<file path="config.mk">
export PLATFORM = sky130hd
export DESIGN_NAME = bootdata_sender
export DESIGN_NICKNAME = d
export VERILOG_FILES = /design/src/rtl/bootdata_sender.sv
export SDC_FILE = /design/constraint.sdc
export NUM_CORES = 1
export LEC_CHECK = 0
export CAP_MARGIN = 0
export CORE_ASPECT_RATIO = 1.2
export CORE_UTILIZATION = 41
export DETAILED_ROUTE_END_ITERATION = 6
export GPL_TIMING_DRIVEN = 0
export HOLD_SLACK_MARGIN = 0.03
export MAX_ROUTING_LAYER = met4
export PLACE_DENSITY_LB_ADDON = 0.1
export SLEW_MARGIN = 20
export SYNTH_ARGS = -nofsm -noshare
export SYNTH_HDL_FRONTEND = slang
export SYNTH_SLANG_ARGS = --single-unit
</file>
<file path="constraint.sdc">
create_clock -name i_clk -period 1.58 [get_ports i_clk]
set_input_delay 0.158 -clock i_clk [delete_from_list [all_inputs] [get_ports i_clk]]
set_output_delay 0.158 -clock i_clk [all_outputs]
set_load 0.01 [all_outputs]
</file>
<file path="src/rtl/bootdata_sender.sv">
// bootdata_sender
// Packs a stream of ROM bytes from an SD/SPI byte source into 32-bit
// big-endian words and hands them one at a time to the ROM loader. A
// transfer starts with a one-cycle loader reset pulse. Each word then uses a
// req/ack handshake with a per-word acknowledge timeout.
//
// Handshakes:
//   byte side  : a byte moves on a rising edge where i_byte_valid && o_byte_ready;
//                o_byte_ready is high only in FILL, so byte_valid is a don't-care elsewhere.
//   loader side: o_host_bootdata_req stays high with o_host_bootdata stable until
//                i_host_bootdata_ack is sampled high in REQ (ack may coincide with
//                the first req cycle); ack outside REQ is ignored.

module bootdata_sender #(
    parameter int ACK_TIMEOUT = 65535
) (
    input  logic        i_clk,
    input  logic        i_reset_n,
    input  logic        i_start,
    input  logic [15:0] i_size,
    input  logic        i_byte_valid,
    input  logic [7:0]  i_byte_data,
    output logic        o_byte_ready,
    output logic [31:0] o_host_bootdata,
    output logic        o_host_bootdata_req,
    input  logic        i_host_bootdata_ack,
    output logic        o_host_bootdata_reset,
    output logic        o_busy,
    output logic        o_done,
    output logic        o_error,
    output logic [2:0]  o_dbg_state
);

    // The counter only has to hold ACK_TIMEOUT-1 (the value in the last
    // allowed REQ cycle).
    localparam int TW = (ACK_TIMEOUT > 1) ? $clog2(ACK_TIMEOUT) : 1;
    localparam logic [TW-1:0] TO_LAST = TW'(ACK_TIMEOUT - 1);

    typedef enum logic [2:0] {
        S_IDLE = 3'd0,
        S_RST  = 3'd1,
        S_FILL = 3'd2,
        S_REQ  = 3'd3,
        S_DONE = 3'd4
    } state_t;

    state_t        r_state;
    state_t        w_next_state;

    logic [15:0]   r_bytes_left;
    logic [1:0]    r_byte_idx;
    logic [31:0]   r_word;
    logic [TW-1:0] r_timeout;
    logic          r_error;

    logic          w_start;
    logic          w_byte_fire;
    logic          w_word_full;
    logic          w_ack;
    logic          w_timeout;
    logic [4:0]    w_lane_lo;

    // Qualified events shared by the next-state logic and the datapath.
    always_comb begin
        w_start     = (r_state == S_IDLE) && i_start;
        w_byte_fire = (r_state == S_FILL) && i_byte_valid;
        // A word is complete on its 4th byte or on the last byte of the transfer.
        w_word_full = w_byte_fire && ((r_byte_idx == 2'd3) || (r_bytes_left == 16'd1));
        w_ack       = (r_state == S_REQ) && i_host_bootdata_ack;
        w_timeout   = (r_state == S_REQ) && !i_host_bootdata_ack && (r_timeout == TO_LAST);
        // Byte k of a word lands in lane 3-k; for a 2-bit index 3-k is ~k.
        w_lane_lo   = {~r_byte_idx, 3'b000};
    end

    // State register.
    always_ff @(posedge i_clk) begin
        if (!i_reset_n) begin
            r_state <= S_IDLE;
        end else begin
            r_state <= w_next_state;
        end
    end

    // Next-state logic.
    always_comb begin
        w_next_state = r_state;
        case (r_state)
            S_IDLE: begin
                if (w_start) begin
                    w_next_state = S_RST;
                end
            end
            S_RST: begin
                w_next_state = (r_bytes_left != 16'd0) ? S_FILL : S_DONE;
            end
            S_FILL: begin
                if (w_word_full) begin
                    w_next_state = S_REQ;
                end
            end
            S_REQ: begin
                if (w_ack) begin
                    w_next_state = (r_bytes_left != 16'd0) ? S_FILL : S_DONE;
                end else if (w_timeout) begin
                    w_next_state = S_IDLE;
                end
            end
            S_DONE: begin
                w_next_state = S_IDLE;
            end
            default: begin
                w_next_state = S_IDLE;
            end
        endcase
    end

    // Output decode: every handshake/status output is a pure function of state.
    always_comb begin
        o_byte_ready          = 1'b0;
        o_host_bootdata_req   = 1'b0;
        o_host_bootdata_reset = 1'b0;
        o_busy                = 1'b0;
        o_done                = 1'b0;
        case (r_state)
            S_RST: begin
                o_host_bootdata_reset = 1'b1;
                o_busy                = 1'b1;
            end
            S_FILL: begin
                o_byte_ready = 1'b1;
                o_busy       = 1'b1;
            end
            S_REQ: begin
                o_host_bootdata_req = 1'b1;
                o_busy              = 1'b1;
            end
            S_DONE: begin
                o_done = 1'b1;
            end
            default: begin
                o_busy = 1'b0;
            end
        endcase
    end

    // Byte counter, lane index, word assembly and the sticky error flag.
    always_ff @(posedge i_clk) begin
        if (!i_reset_n) begin
            r_bytes_left <= 16'd0;
            r_byte_idx   <= 2'd0;
            r_word       <= 32'd0;
            r_error      <= 1'b0;
        end else begin
            if (w_start) begin
                r_bytes_left <= i_size;
                r_byte_idx   <= 2'd0;
                r_word       <= 32'd0;
                r_error      <= 1'b0;
            end
            if (w_byte_fire) begin
                r_word[w_lane_lo +: 8] <= i_byte_data;
                r_bytes_left           <= r_bytes_left - 16'd1;
                r_byte_idx             <= w_word_full ? 2'd0 : (r_byte_idx + 2'd1);
            end
            // The word register clears once the loader has taken the word, so a
            // final partial word always starts from zero lanes.
            if (w_ack) begin
                r_word     <= 32'd0;
                r_byte_idx <= 2'd0;
            end
            if (w_timeout) begin
                r_word  <= 32'd0;
                r_error <= 1'b1;
            end
        end
    end

    // Ack timeout counter: held at zero outside REQ, so it starts from zero on
    // every REQ entry and counts REQ cycles that pass without an ack.
    always_ff @(posedge i_clk) begin
        if (!i_reset_n) begin
            r_timeout <= '0;
        end else if (r_state != S_REQ) begin
            r_timeout <= '0;
        end else if (!i_host_bootdata_ack) begin
            r_timeout <= r_timeout + 1'b1;
        end
    end

    // Registered values straight to the ports.
    always_comb begin
        o_host_bootdata = r_word;
        o_error         = r_error;
        o_dbg_state     = r_state;
    end

endmodule

</file>
==> metrics <==
status=complete, but fails checks; failing checks=DRC, setup timing; All-Layer GR Usage=23.45%; clock sink count=70; vias in the first global route=3124; setup TNS=-2.172 ns; Clock Tree Root=clkbuf_8; Setup WS pre-CTS=-0.5306 ns; port bufs=68; RSZ-0062 raised after global routing=true; Max Fclk=598.4 MHz; CP Capture Type=flip-flop; Final Hold Viols=0; final net count=533; fin area=5251 sq um; CP startpoint kind=flip-flop; fill cell count=605; Peak VDD IR=0.6047 mV; Yosys cell types=56; fin crit share=105.8%; DR WL/cell=17.30 microns; layout cells sized above 1=33.47%; worst hold-check path type=in2reg; final wirelength=10.22 mm; CP max stage cell=or4_4; main flop type after synthesis=dfxtp_1; Syn Nets=418; die extent in y=100.3 microns; critical path class=reg2reg; crit-path cells=or4_4 > nor3_4 > mux2_4 > a21oi_2; Syn Area/Cell=8.709 sq um; Yosys reg bits=70; Power Density=1069 nW/um^2; ANT nets after route=0; Final Core Density=67.75%; asr flop ratio synth=0%; max_slew headroom=63.17%; largest area contributor in the netlist=dfxtp_1; YS warnings=0; Max Slew Vio Count=0; Synth area leaders=dfxtp_1 (42%), a22oi_1 (8.2%), nor2_1 (7.5%); Max-Cap Viols=0; sequential area share after synthesis=42.46%; area occupied by multi-input gates=2181 sq um; Worst-path clk slew=0.08 ns; largest net degree at the start of global routing=15; Mapped Cells=379; PnR Total Power=0.005613 W; die area=8414 sq um; Lkg Pwr=1.821 nW; DR iter-0 viols=155; Critical Path RT=1.86 ns; CP Max Fanout=4; drt pass-1 iters=6; via/cell ratio=5.712; Clock Latency Late Sink=0.35 ns; final setup margin=-0.09118 ns; Least-Margin Pin Slew=0.5524 ns; CTS buffer count=9; grt total ovfl=0; H-tree depth=3; DIE WIDTH=83.91 microns; area share of the largest cell type after synthesis=42.46%; Area growth syn-to-layout=59.10%; worst r2r path cells=4; first-pass GRT wire length=15.25 mm; FF+latch area=1451 sq um; vias after detailed routing=3376; worst path arrival time=1.95 ns; worst clock skew=0.008559 ns; ant diodes=0; final setup vio count=41; Core ar.=7751 sq um; Post-DP Area=4146 sq um; Std-Cell Rows=35; hpwl dp=6.303 mm; CTS Buffer Depth=2; GP Congestion=0.8117; TritonCTS clock tree=done; Tmin final=1.671 ns; Post-synth EDFFs=0; Hold Path Stages=2; Slowest Stage Delay on Critical Path=0.57 ns; Mapped Area=3301 sq um; I/O Pins=70; # DRC=6; hold buffer count at CTS=0; Initial Utilization=42.58%; flop2flop setup slack=-0.09 ns; initial antenna violation count=0
## synthesized netlist by cell type (all sizes together), types with 2 or more instances
library cell	instances
inv	17
xnor2	11
nand4	8
a32oi	2
nand3	16
nor4	11
nor3	14
o21ai	4
a21oi	18
clkbuf	5
o221ai	2
and4	2
nor2b	3
buf	15
nand3b	2
a22oi	36
xor2	2
a31oi	7
dfxtp	70
nand2	20
nor4b	2
or3	3
o311ai	3
mux2	2
ha	10
nor3b	2
nor2	66
or4	5
o2111ai	2
nand2b	2
## cell type report
| cell class | instances | share of cell area [%] |
|---|---|---|
| Buffer | 18 | 3.336 |
| Clock buffer | 9 | 2.359 |
| Clock inverter | 7 | 1.954 |
| Inverter | 17 | 1.215 |
| Multi-Input combinational cell | 272 | 41.53 |
| Sequential cell | 70 | 27.64 |
| Tap cell | 92 | 2.192 |
| Timing Repair Buffer | 106 | 19.78 |
## cell usage in the layout (no fill, tap or decap), types with 11 or more instances in the layout
cell type         n
a22oi_2          11
nor2_4           11
inv_1            13
nor2_1           53
a22oi_1          25
xnor2_1          11
nand2_1          18
buf_4            28
dfxtp_1          46
a21oi_1          12
nand3_1          14
clkdlybuf4s50_1  62
dfxtp_2          16
buf_6            14
## report_power, final
group          switching, W  internal (W)  total [W]
clock network      0.000758      0.000911    0.00167
registers          0.000175       0.00188    0.00205
logic              0.000955      0.000937    0.00189
## final timing paths
| path | start | endpoint |
|---|---|---|
| setup / recovery | r_bytes_left[2] | r_bytes_left[5] |
| hold / removal | i_reset_n | r_bytes_left[7] |
| setup reg to reg | r_bytes_left[2] | r_bytes_left[5] |
| hold reg to reg | o_host_bootdata[19] | o_host_bootdata[19] |
## critical path: cells and delay by family (launching register included)
family           cells  cell delay (ns)
multiplexers         1             0.33
AO/OA/AOI/OAI        1             0.11
AND/OR/NAND/NOR      2             0.80
flip-flops           1             0.37
## registers in the layout (all words and copies together), names as in the netlist
signal,count
o_dbg_state,3
o_error,1
o_host_bootdata,32
r_byte_idx,2
r_bytes_left,16
r_timeout,16
## timing repair
| item | 4_1_cts | 5_1_grt |
|---|---|---|
| pin swaps | 9 | 44 |
| gates cloned | 1 | 3 |
| setup buffers | 17 | 17 |
| endpoints found under the setup margin | 62 | 62 |
| gates resized for setup | 67 | 98 |
## cell families after synthesis
| logic type | Yosys count | synth area share (%) |
|---|---|---|
| compound gates | 85 | 18.23 |
| xor+xnor | 13 | 3.450 |
| fa+ha+maj | 10 | 3.791 |
| buf+inv | 37 | 5.156 |
| flops | 70 | 42.46 |
| mux | 2 | 0.6823 |
| simple gates | 162 | 26.23 |
## routing by layer
metal | track usage, % | routed length [microns] | vias up
met2 | 40.42 | 5256 | 110
met5 | - | 0 | -
li1 | - | - | 1617
met1 | 27.34 | 4256 | 1632
met4 | 9.549 | 163 | 0
met3 | 3.701 | 547 | 17
## stage by stage
stage	hold WS (ns)	cells
floorplan	0.2940	379
global placement	0.4911	539
finish	0.2445	591
global route	0.2491	591
CTS	0.2419	572
detailed placement	0.5036	539
No activity file was read; power rests on OpenSTA's default activity.
